[config.mk]
export PLATFORM = sky130hd
export DESIGN_NAME = color_addr_gen
export DESIGN_NICKNAME = d
export VERILOG_FILES = /design/src/rtl/color_addr_gen.sv
export SDC_FILE = /design/constraint.sdc
export NUM_CORES = 1
export LEC_CHECK = 0
export CORE_AREA = 2 2 159 161
export DETAILED_ROUTE_END_ITERATION = 6
export DIE_AREA = 0 0 161 163
export PLACE_DENSITY = 0.85
export SLEW_MARGIN = 20
export SYNTH_ARGS = -nofsm -noshare
export SYNTH_HDL_FRONTEND = slang
export SYNTH_SLANG_ARGS = --single-unit
[constraint.sdc]
create_clock -name clk_i -period 8.8 [get_ports clk_i]
set_input_delay 2.64 -clock clk_i [delete_from_list [all_inputs] [get_ports clk_i]]
set_output_delay 2.64 -clock clk_i [all_outputs]
set_load 0.005 [all_outputs]
[src/rtl/color_addr_gen.sv]
// Strided two-level address generator: issues base + f*feat_stride + l*line_stride over a job.
// Optional stall counter output enabled by defining COLOR_ADDR_GEN_STALL_CNT_EN.
//
// state   | meaning
// --------+-------------------------------------------------------------
// ST_IDLE | waiting for start_i; config inputs latched on acceptance
// ST_RUN  | presenting addresses on the valid/ready stream
// ST_DONE | one-cycle done_o pulse, then back to idle
module color_addr_gen #(
  parameter int ADDR_W = 32,
  parameter int CNT_W  = 16
) (
  input  logic              clk_i,
  input  logic              rst_ni,
  input  logic              start_i,
  input  logic [ADDR_W-1:0] base_addr_i,
  input  logic [ADDR_W-1:0] line_stride_i,
  input  logic [CNT_W-1:0]  line_length_i,
  input  logic [ADDR_W-1:0] feat_stride_i,
  input  logic [CNT_W-1:0]  feat_length_i,
  input  logic [CNT_W-1:0]  trans_size_i,
  output logic [ADDR_W-1:0] addr_o,
  output logic              addr_valid_o,
  input  logic              addr_ready_i,
  output logic              busy_o,
  output logic              done_o
`ifdef COLOR_ADDR_GEN_STALL_CNT_EN
  ,
  output logic [CNT_W-1:0]  stall_cnt_o
`endif
);

  localparam logic [CNT_W-1:0] CNT_ONE = CNT_W'(1);

  typedef enum logic [1:0] {ST_IDLE, ST_RUN, ST_DONE} state_t;

  state_t r_state;
  state_t w_next;

  logic [ADDR_W-1:0] r_base;
  logic [ADDR_W-1:0] r_line_stride;
  logic [ADDR_W-1:0] r_feat_stride;
  logic [CNT_W-1:0]  r_line_last;
  logic [CNT_W-1:0]  r_feat_last;
  logic [CNT_W-1:0]  r_remain;
  logic [CNT_W-1:0]  r_l;
  logic [CNT_W-1:0]  r_f;
  logic [ADDR_W-1:0] r_addr;
  logic [ADDR_W-1:0] r_line_addr;

  logic w_start;
  logic w_xfer;
  logic w_line_end;
  logic w_feat_end;
  logic [ADDR_W-1:0] w_next_line_addr;

  assign w_start          = (r_state == ST_IDLE) && start_i;
  assign w_xfer           = (r_state == ST_RUN) && addr_ready_i;
  assign w_line_end       = (r_l == r_line_last);
  assign w_feat_end       = (r_f == r_feat_last);
  assign w_next_line_addr = r_line_addr + r_feat_stride;

  assign addr_o       = r_addr;
  assign addr_valid_o = (r_state == ST_RUN);
  assign busy_o       = (r_state != ST_IDLE);
  assign done_o       = (r_state == ST_DONE);

  always_ff @(posedge clk_i or negedge rst_ni) begin
    if (!rst_ni) r_state <= ST_IDLE;
    else         r_state <= w_next;
  end

  always_comb begin
    w_next = r_state;
    case (r_state)
      ST_IDLE: if (start_i) w_next = (trans_size_i == '0) ? ST_DONE : ST_RUN;
      ST_RUN:  if (w_xfer && (r_remain == CNT_ONE)) w_next = ST_DONE;
      ST_DONE: w_next = ST_IDLE;
      default: w_next = ST_IDLE;
    endcase
  end

  // Lengths of zero behave as one, so the stored "last index" is simply 0 for them.
  always_ff @(posedge clk_i or negedge rst_ni) begin
    if (!rst_ni) begin
      r_base        <= '0;
      r_line_stride <= '0;
      r_feat_stride <= '0;
      r_line_last   <= '0;
      r_feat_last   <= '0;
      r_remain      <= '0;
      r_l           <= '0;
      r_f           <= '0;
      r_addr        <= '0;
      r_line_addr   <= '0;
    end else if (w_start) begin
      r_base        <= base_addr_i;
      r_line_stride <= line_stride_i;
      r_feat_stride <= feat_stride_i;
      r_line_last   <= (line_length_i == '0) ? '0 : line_length_i - CNT_ONE;
      r_feat_last   <= (feat_length_i == '0) ? '0 : feat_length_i - CNT_ONE;
      r_remain      <= trans_size_i;
      r_l           <= '0;
      r_f           <= '0;
      r_addr        <= base_addr_i;
      r_line_addr   <= base_addr_i;
    end else if (w_xfer) begin
      r_remain <= r_remain - CNT_ONE;
      if (!w_line_end) begin
        r_l    <= r_l + CNT_ONE;
        r_addr <= r_addr + r_line_stride;
      end else begin
        r_l <= '0;
        if (w_feat_end) begin
          r_f         <= '0;
          r_addr      <= r_base;
          r_line_addr <= r_base;
        end else begin
          r_f         <= r_f + CNT_ONE;
          r_addr      <= w_next_line_addr;
          r_line_addr <= w_next_line_addr;
        end
      end
    end
  end

`ifdef COLOR_ADDR_GEN_STALL_CNT_EN
  logic [CNT_W-1:0] r_stall_cnt;

  always_ff @(posedge clk_i or negedge rst_ni) begin
    if (!rst_ni)                                   r_stall_cnt <= '0;
    else if (w_start)                              r_stall_cnt <= '0;
    else if ((r_state == ST_RUN) && !addr_ready_i && (r_stall_cnt != '1))
                                                   r_stall_cnt <= r_stall_cnt + CNT_ONE;
  end

  assign stall_cnt_o = r_stall_cnt;
`endif

endmodule
==> Word-level counts from Yosys, hierarchy flattened <==
Index checks and enable logic that the tools add are counted.
{ "totals": {"register_bits": 242, "output_inout_bits": 35, "inputBits": 148, "elab_cells": 59} }
{ "op_classes": {"eq_ne": 7, "add_sub_neg": 7, "reduce_logical": 12, "muxes": 22} }
{ "op_table": {"columns": ["operator", "count"], "rows": [
  ["$mux W32", 7],
  ["$mux W16", 11],
  ["$add A32 B32 Y32", 2],
  ["$logic_not A16 Y1", 3],
  ["$sub A16 B1 Y16 const B", 3],
  ["$add A16 B1 Y16 const B", 2],
  ["$eq A16 B16 Y1", 2],
  ["$eq A16 B1 Y1 const B", 1],
  ["$mux W2", 3],
  ["$reduce_bool A2 Y1", 3],
  ["$pmux W2 S2", 1],
  ["$reduce_and A2 Y1", 2],
  ["$logic_and A1 B1 Y1", 3],
  ["$eq A2 B1 Y1 const B", 1],
  ["$eq A2 B2 Y1 const B", 1],
  ["$logic_not A2 Y1", 1],
  ["$ne A2 B1 Y1 const B", 1],
  ["$ne A2 B2 Y1 const B", 1]
]} }

==> Longest topological paths before layout <==
Gate-level depths: netlist (run 1).
{ "logic_depth": {"ltp_word": 5, "depth_mapped": 12, "mapped_depth_nobuf": 12} }

==> Worst setup path after synthesis (run 1) <==
Ideal clock, no wire load.
{ "synth_path": {"kind": "in2reg", "startpoint": "input line_length_i[0]", "endpoint": "register r_line_last[10]", "arrival_time_ns": 4.618, "setup_slack_ns": 4.048, "n_path_buf": 1, "required_ns": 8.667, "cell_stages": 10, "cell_sequence": "inv_1 ha_1 nand2_1 or3_1 or3_1 nor3_2 nand2b_1 o31ai_1 clkbuf_1 o21ai_0"} }
{ "synth_between": {"elab_chain_cells": 2, "elab_cells_between_ends": 3} }
{ "synth_rtl": {"columns": ["element", "line", "text"], "rows": [
  ["start, declared", "18", "input logic [CNT_W-1:0] line_length_i,"],
  ["$sub A16 B1 Y16 or $logic_not A16 Y1 (tied branches)", "100", "r_line_last <= (line_length_i == '0) ? '0 : line_length_i - CNT_ONE;"],
  ["$mux W16 (*)", "100", null],
  ["end signal, assigned", "100", null],
  ["end, declared", "43", "logic [CNT_W-1:0] r_line_last;"]
]} }
Mark *: on every way between the ends. The rest lies on a longest branch, timed or not.
A chain may end at the register's enable or synchronous reset.

==> Final worst setup path (run 1) <==
{ "layout_path": {"startpoint": "input start_i", "endpoint": "register r_f[13]"} }
{ "layout_between": {"elab_chain_cells": 3, "elab_cells_between_ends": 5} }
{ "layout_rtl": {"columns": ["element", "line", "text"], "rows": [
  ["start, declared", "15", "input logic start_i,"],
  ["$logic_and A1 B1 Y1 (*)", "57", "assign w_start = (r_state == ST_IDLE) && start_i;"],
  ["$reduce_bool A2 Y1 (no line)", null, null],
  ["$reduce_and A2 Y1 (no line)", null, null],
  ["end signal, assigned", "119", "r_f <= r_f + CNT_ONE;"],
  ["end, declared", "47", "logic [CNT_W-1:0] r_f;"]
]} }
Marks and branches as above.

==> results.md, run 1 <==
- DRC: 0
- Clock-pin slew on the worst setup and hold paths: 0.07 ns
- Leak: 8.23 nW
- Rows: 58
- Largest cells by area after synthesis: dfrtp_1, nand2_1, ha_1, o21ai_0, xor2_1
- Vias post-DR: 14000
- Status: finished, final reports clean
- Number of H-tree levels: 1
- Full die area: 26200 um^2
- Die width: 161 um
- RSZ-0062 raised after global routing: false
- Largest net degree at the start of global routing: 97
- Initial DRC count: 1269
- Synth-to-layout area growth: 20.3%
- Clock sinks: 242
- Layout cells sized above 1: 4.33%
- Top delay family on crit path: simple AND/OR/NAND/NOR gates
- Worst path slowest cell: nor2_1
- Power Density: 395 nW/um^2
- Hold buffer count at cts: 0
- Total routed wirelength: 42800 um
- MaxCap Viol Count: 0
- WL per Instance: 19.0 um
- Final ANT Viol Nets: 0
- VDD IR max: 216 uV
- Final Max Slew Viols: 0
- Total grt overflow: 0
- Tmin final: 5.31 ns
- Syn nets: 1976
- Worst path max stage delay: 0.76 ns
- Commonest non-fill, non-tap cells in the layout: nand2_1, dfrtp_1, clkdlybuf4s50_1
- Port Buffer Count: 182
- DR pass1 iterations: 5
- Post-Syn Instances: 1758
- Worst Setup Path Type: in2reg
- Initial Utilization: 59.6%
- FF+latch count, synth: 242
- Startpoint type of the worst setup path: primary input
- Vias per cell: 6.23
- TritonCTS buffer count: 27
- HPWL Detailed: 30000 um
- Predominant post-synthesis flop cell: dfrtp_1
- Crit-path cells: clkdlybuf4s50_1 > nand2_4 > buf_4 > nand2_1 > nor2_1 > nand4_1 > o21ai_0
- WP data required: 9.26 ns
- Commonest non-fill, non-tap cell in the layout: nand2_1
- Post-synth EDFFs: 0
- # Post-CTS Setup Buffers: 0
- Area leader, netlist: dfrtp_1
- Post-Syn Area: 14700 um^2
- Tot Pwr: 6.99 mW
- Die H: 163 um
- Final hold violations: 0
- Post-cts sizing count: 0
- Worst-margin pin slew: 1.01 ns
- Initial antenna violation count: 2
- YS warnings: 0
- Vias in the first global route: 13500
- Critical path peak fanout: 75
- Max Buffers Root-to-Sink: 3
- Worst Hold Class: reg2reg
- Clock Latency Late Sink: 0.55 ns
- Final setup fails: 0
- Nets: 2115
- Area of the core: 24700 um^2
- Total GRT Usage: 32.1%
- CTS root buffer: clkbuf_16
- Ys async rst share: 100%
- Skew final: 0.0132 ns
- CP bufs+invs: 2
- Max Fclk: 0.188 GHz
- Hold WS: 0.473 ns
- Routability cong.: 0.936
- # IOs: 183
- Mean area per synthesized cell: 8.36 um^2
- Setup TNS Final: 0 ns
- WP data arrival: 5.77 ns
- Endpoint type of the worst setup path: flip-flop
- Share of the yosys chip area belonging to registers: 41.2%
- Netlist cell types: 76
- CTS tree: yes
- Slew Limit Headroom: 32.5%
- Synth top area share: 41.2%
- Final period utilization: 60.3%
- First-pass GRT wire length: 68200 um
worst reg2reg max path, cell delays in order, from the launching register on:
cell	delay (ns)
dfrtp_1	0.39
ha_1	0.25
fa_1	0.44
a211o_1	0.33
o211ai_2	0.12
a32oi_2	0.20
o21ai_1	0.24
nand4bb_1	0.16
a221oi_2	0.36
o21ai_1	0.21
a221oi_2	0.33
xnor2_1	0.13
a211o_1	0.31
cell type report:
| class | instances | area (um^2) |
|---|---|---|
| diodes | 2 | 5.00 |
| clock buffers | 35 | 756 |
| clock inverters | 15 | 186 |
| fillers | 1869 | 6990 |
| inverters | 23 | 86.3 |
| multi-input cells | 1408 | 8260 |
| flip-flops and latches | 242 | 6060 |
| well taps | 330 | 413 |
| repair buffers | 195 | 1920 |
final timing paths:
path                            slack, ns  cells after the start       start              to
worst max-delay path                 3.49                      7     start_i         r_f[13]
max in group asynchronous            5.14                      2      rst_ni  r_line_addr[1]
worst min register to register       0.47                      2  r_base[18]      r_base[18]
worst min-delay path                 0.47                      2  r_base[18]      r_base[18]
min in group asynchronous            2.12                      1      rst_ni  r_feat_last[5]
worst max register to register       5.21                     12   addr_o[0]      addr_o[30]
kinds of logic (layout without fill, tap and decap cells):
| group | Yosys count | after routing | synth area share, % |
|---|---|---|---|
| xor+xnor | 113 | 113 | 6.73 |
| simple gates | 750 | 750 | 22.1 |
| compound gates | 450 | 450 | 19.4 |
| mux | 25 | 25 | 1.72 |
| other cells | 0 | 2 | 0 |
| buf+inv | 108 | 268 | 2.79 |
| flops | 242 | 242 | 41.2 |
| fa+ha+maj | 70 | 70 | 6.06 |
Yosys cell counts (4+ instances only):
cell      number
nand2_1      446
dfrtp_1      242
o21ai_0      152
a21oi_1      111
nor2_1       108
clkbuf_1      73
xor2_1        70
ha_1          68
xnor2_1       43
nor3_1        37
nand3_1       36
a21o_1        29
inv_1         23
mux2i_1       23
nor4_1        21
or3_1         21
and3_1        19
a31oi_1       16
nand4_1       16
o21a_1        16
o211ai_1      14
a211oi_1      12
nor2b_1       11
a221o_1       10
o22ai_1       10
buf_1          8
nand2b_1       8
o21bai_1       8
and2_1         7
o21ai_1        7
a221oi_1       5
o31ai_1        5
or4_1          5
a211o_1        4
and4_1         4
buf_2          4
o211a_1        4
routing by layer:
layer	global-route usage (%)	wire, um	vias up
met5	0	0	-
met4	11.4	1360	0
met3	7.05	4730	109
met2	49.1	18800	743
met1	45.5	17900	6676
li1	-	-	6482
report_power, final:
part | switching [mW] | internal [mW]
clock | 0.483 | 0.724
sequential | 0.426 | 1.58
combinational | 2.17 | 1.61
per-stage QoR:
step	utilization, %	setup WS, ns	std cells	cell area (um^2)
after floorplan	-	4.05	1758	14700
after global placement	67.8	3.00	2198	16700
after detailed placement	67.8	3.01	2198	16700
after CTS	71.6	3.56	2248	17700
after global routing	71.7	3.19	2250	17700
final	71.7	3.49	2250	17700
flip-flops by register name (all words and copies together), names as in the netlist:
name and count:
r_f 16, r_line_last 16, r_base 32, r_line_stride 32
r_line_addr 32, r_remain 16, r_feat_last 16, r_l 16
addr_o 32, r_state 2, r_feat_stride 32
Power figures use the tool's default switching activity.
==> inputs of run 2 (changes only) <==
Settings changed: CORE_AREA 2 2 159 161 to 2 2 164 166, DIE_AREA 0 0 161 163 to 0 0 166 168, PLACE_DENSITY 0.85 to 0.81.
Clock period 8.8 ns to 5.35 ns, I/O delays scaled along.
==> results.md, run 2 (same netlist as run 1, synthesis figures left out) <==
- Status: finished, final reports clean
- Nets: 2120
- RSZ-0062 raised after global routing: false
- Reg2Reg Setup Slack: 1.74 ns
- Worst Setup Path Type: in2reg
- Critical path peak fanout: 9
- Clock-pin slew on the worst setup and hold paths: 0.06 ns
- Total grt overflow: 0
- Die H: 168 um
- Endpoint type of the worst setup path: flip-flop
- Worst path slowest cell: o31ai_1
- DR pass1 iterations: 6
- Commonest non-fill, non-tap cells in the layout: nand2_1, dfrtp_1, clkdlybuf4s50_1
- Max Buffers Root-to-Sink: 3
- Power Density: 640 nW/um^2
- Slew Limit Headroom: 37.0%
- Commonest non-fill, non-tap cell in the layout: nand2_1
- Layout cells sized above 1: 4.06%
- Initial antenna violation count: 1
- Total routed wirelength: 42100 um
- Die width: 166 um
- HPWL Detailed: 29600 um
- Final Cell Area: 17600 um^2
- Area of the core: 26400 um^2
- Final Max Slew Viols: 0
- WP data arrival: 4.36 ns
- Crit-path cells: clkdlybuf4s50_1 > inv_1 > ha_1 > nand2_1 > or3_1 > or3_1 > nor3_2 > nand2b_1 > o31ai_1 > buf_4 > o21ai_0
- Routability cong.: 0.937
- TritonCTS buffer count: 27
- MaxCap Viol Count: 0
- Fin util: 66.9%
- Tmin final: 3.94 ns
- Hold WS: 0.474 ns
- Post-cts sizing count: 0
- Startpoint type of the worst setup path: primary input
- Full die area: 27900 um^2
- Initial DRC count: 1416
- Worst path max stage delay: 0.55 ns
- Vias in the first global route: 13100
- WL per Instance: 18.6 um
- Number of H-tree levels: 1
- Skew final: 0.0227 ns
- R2R Path Start: addr_o[0]
- Synth-to-layout area growth: 19.9%
- First-pass GRT wire length: 67200 um
- # IOs: 183
- Final hold violations: 0
- WP data required: 5.77 ns
- Capture point of the worst reg-to-reg path: addr_o[30]
- Clock sinks: 242
- Worst Hold Class: reg2reg
- Worst R2R Path Depth: 12
- Placed cell areas: 16800 um^2
- CTS tree: yes
- # Post-CTS Setup Buffers: 0
- CP dominant cell by count: or3_1
- Top delay family on crit path: simple AND/OR/NAND/NOR gates
- Initial Utilization: 55.8%
- Total GRT Usage: 29.4%
- Hold buffer count at cts: 0
- Port Buffer Count: 182
- CTS root buffer: clkbuf_16
- Stages on the worst setup path: 11
- Final period utilization: 73.6%
- Vias post-DR: 13800
- CP bufs+invs: 3
- Vias per cell: 6.09
- WHS Endpoint: r_base[21]
- Largest net degree at the start of global routing: 163
- Max Fclk: 0.254 GHz
- Leak: 8.20 nW
- Final setup fails: 0
- WHS Path Cells: 2
- Final ANT Viol Nets: 0
- Hold Startpoint: r_base[21]
- Clock Latency Late Sink: 0.55 ns
- Setup TNS Final: 0 ns
- Worst-margin pin slew: 0.941 ns
- VDD IR max: 352 uV
- Rows: 60
- DRC: 0
-- run 2: final cells by class --
class,instances,area (um^2)
Antenna cell,1,2.50
Clock buffer,37,743
Clock inverter,10,86.3
Fill cell,2095,8720
Inverter,23,86.3
Multi-Input combinational cell,1408,8250
Sequential cell,242,6060
Tap cell,341,427
Timing Repair Buffer,200,1990
-- run 2: worst max path at each step --
stage                           startpoint         endpoint
after CTS                 line_length_i[0]   r_line_last[7]
after floorplan           line_length_i[0]  r_line_last[10]
after global placement    line_length_i[0]   r_line_last[6]
final                     line_length_i[0]   r_line_last[7]
after detailed placement  line_length_i[0]   r_line_last[7]
after global routing      line_length_i[0]   r_line_last[7]
-- run 2: metrics by stage --
step                cells  setup WS (ns)  total power [mW]
floorplan            1758           1.63              7.50
detailed placement   2214          0.856              9.26
CTS                  2261           1.43              11.1
global route         2262           1.14              12.1
global placement     2214          0.994              9.05
finish               2262           1.41              11.3
-- run 2: tightest hold or removal path, cell delays in order, from the launching register on --
cell and delay, ns:
dfrtp_1 0.34, nand2_1 0.05, nand2_1 0.06
-- run 2: per-layer routing --
layer  track usage [%]  wire length, um  up-vias
met4              9.98             1240        0
met2              43.2            18000      663
met1              43.8            18700     6576
met3              5.50             4120       71
li1                  -                -     6465
met5                 0                0        -
-- run 2: where the power goes --
| group | switching [mW] | internal, mW |
|---|---|---|
| sequential | 0.689 | 2.61 |
| clock | 0.767 | 1.02 |
| combinational | 3.55 | 2.65 |
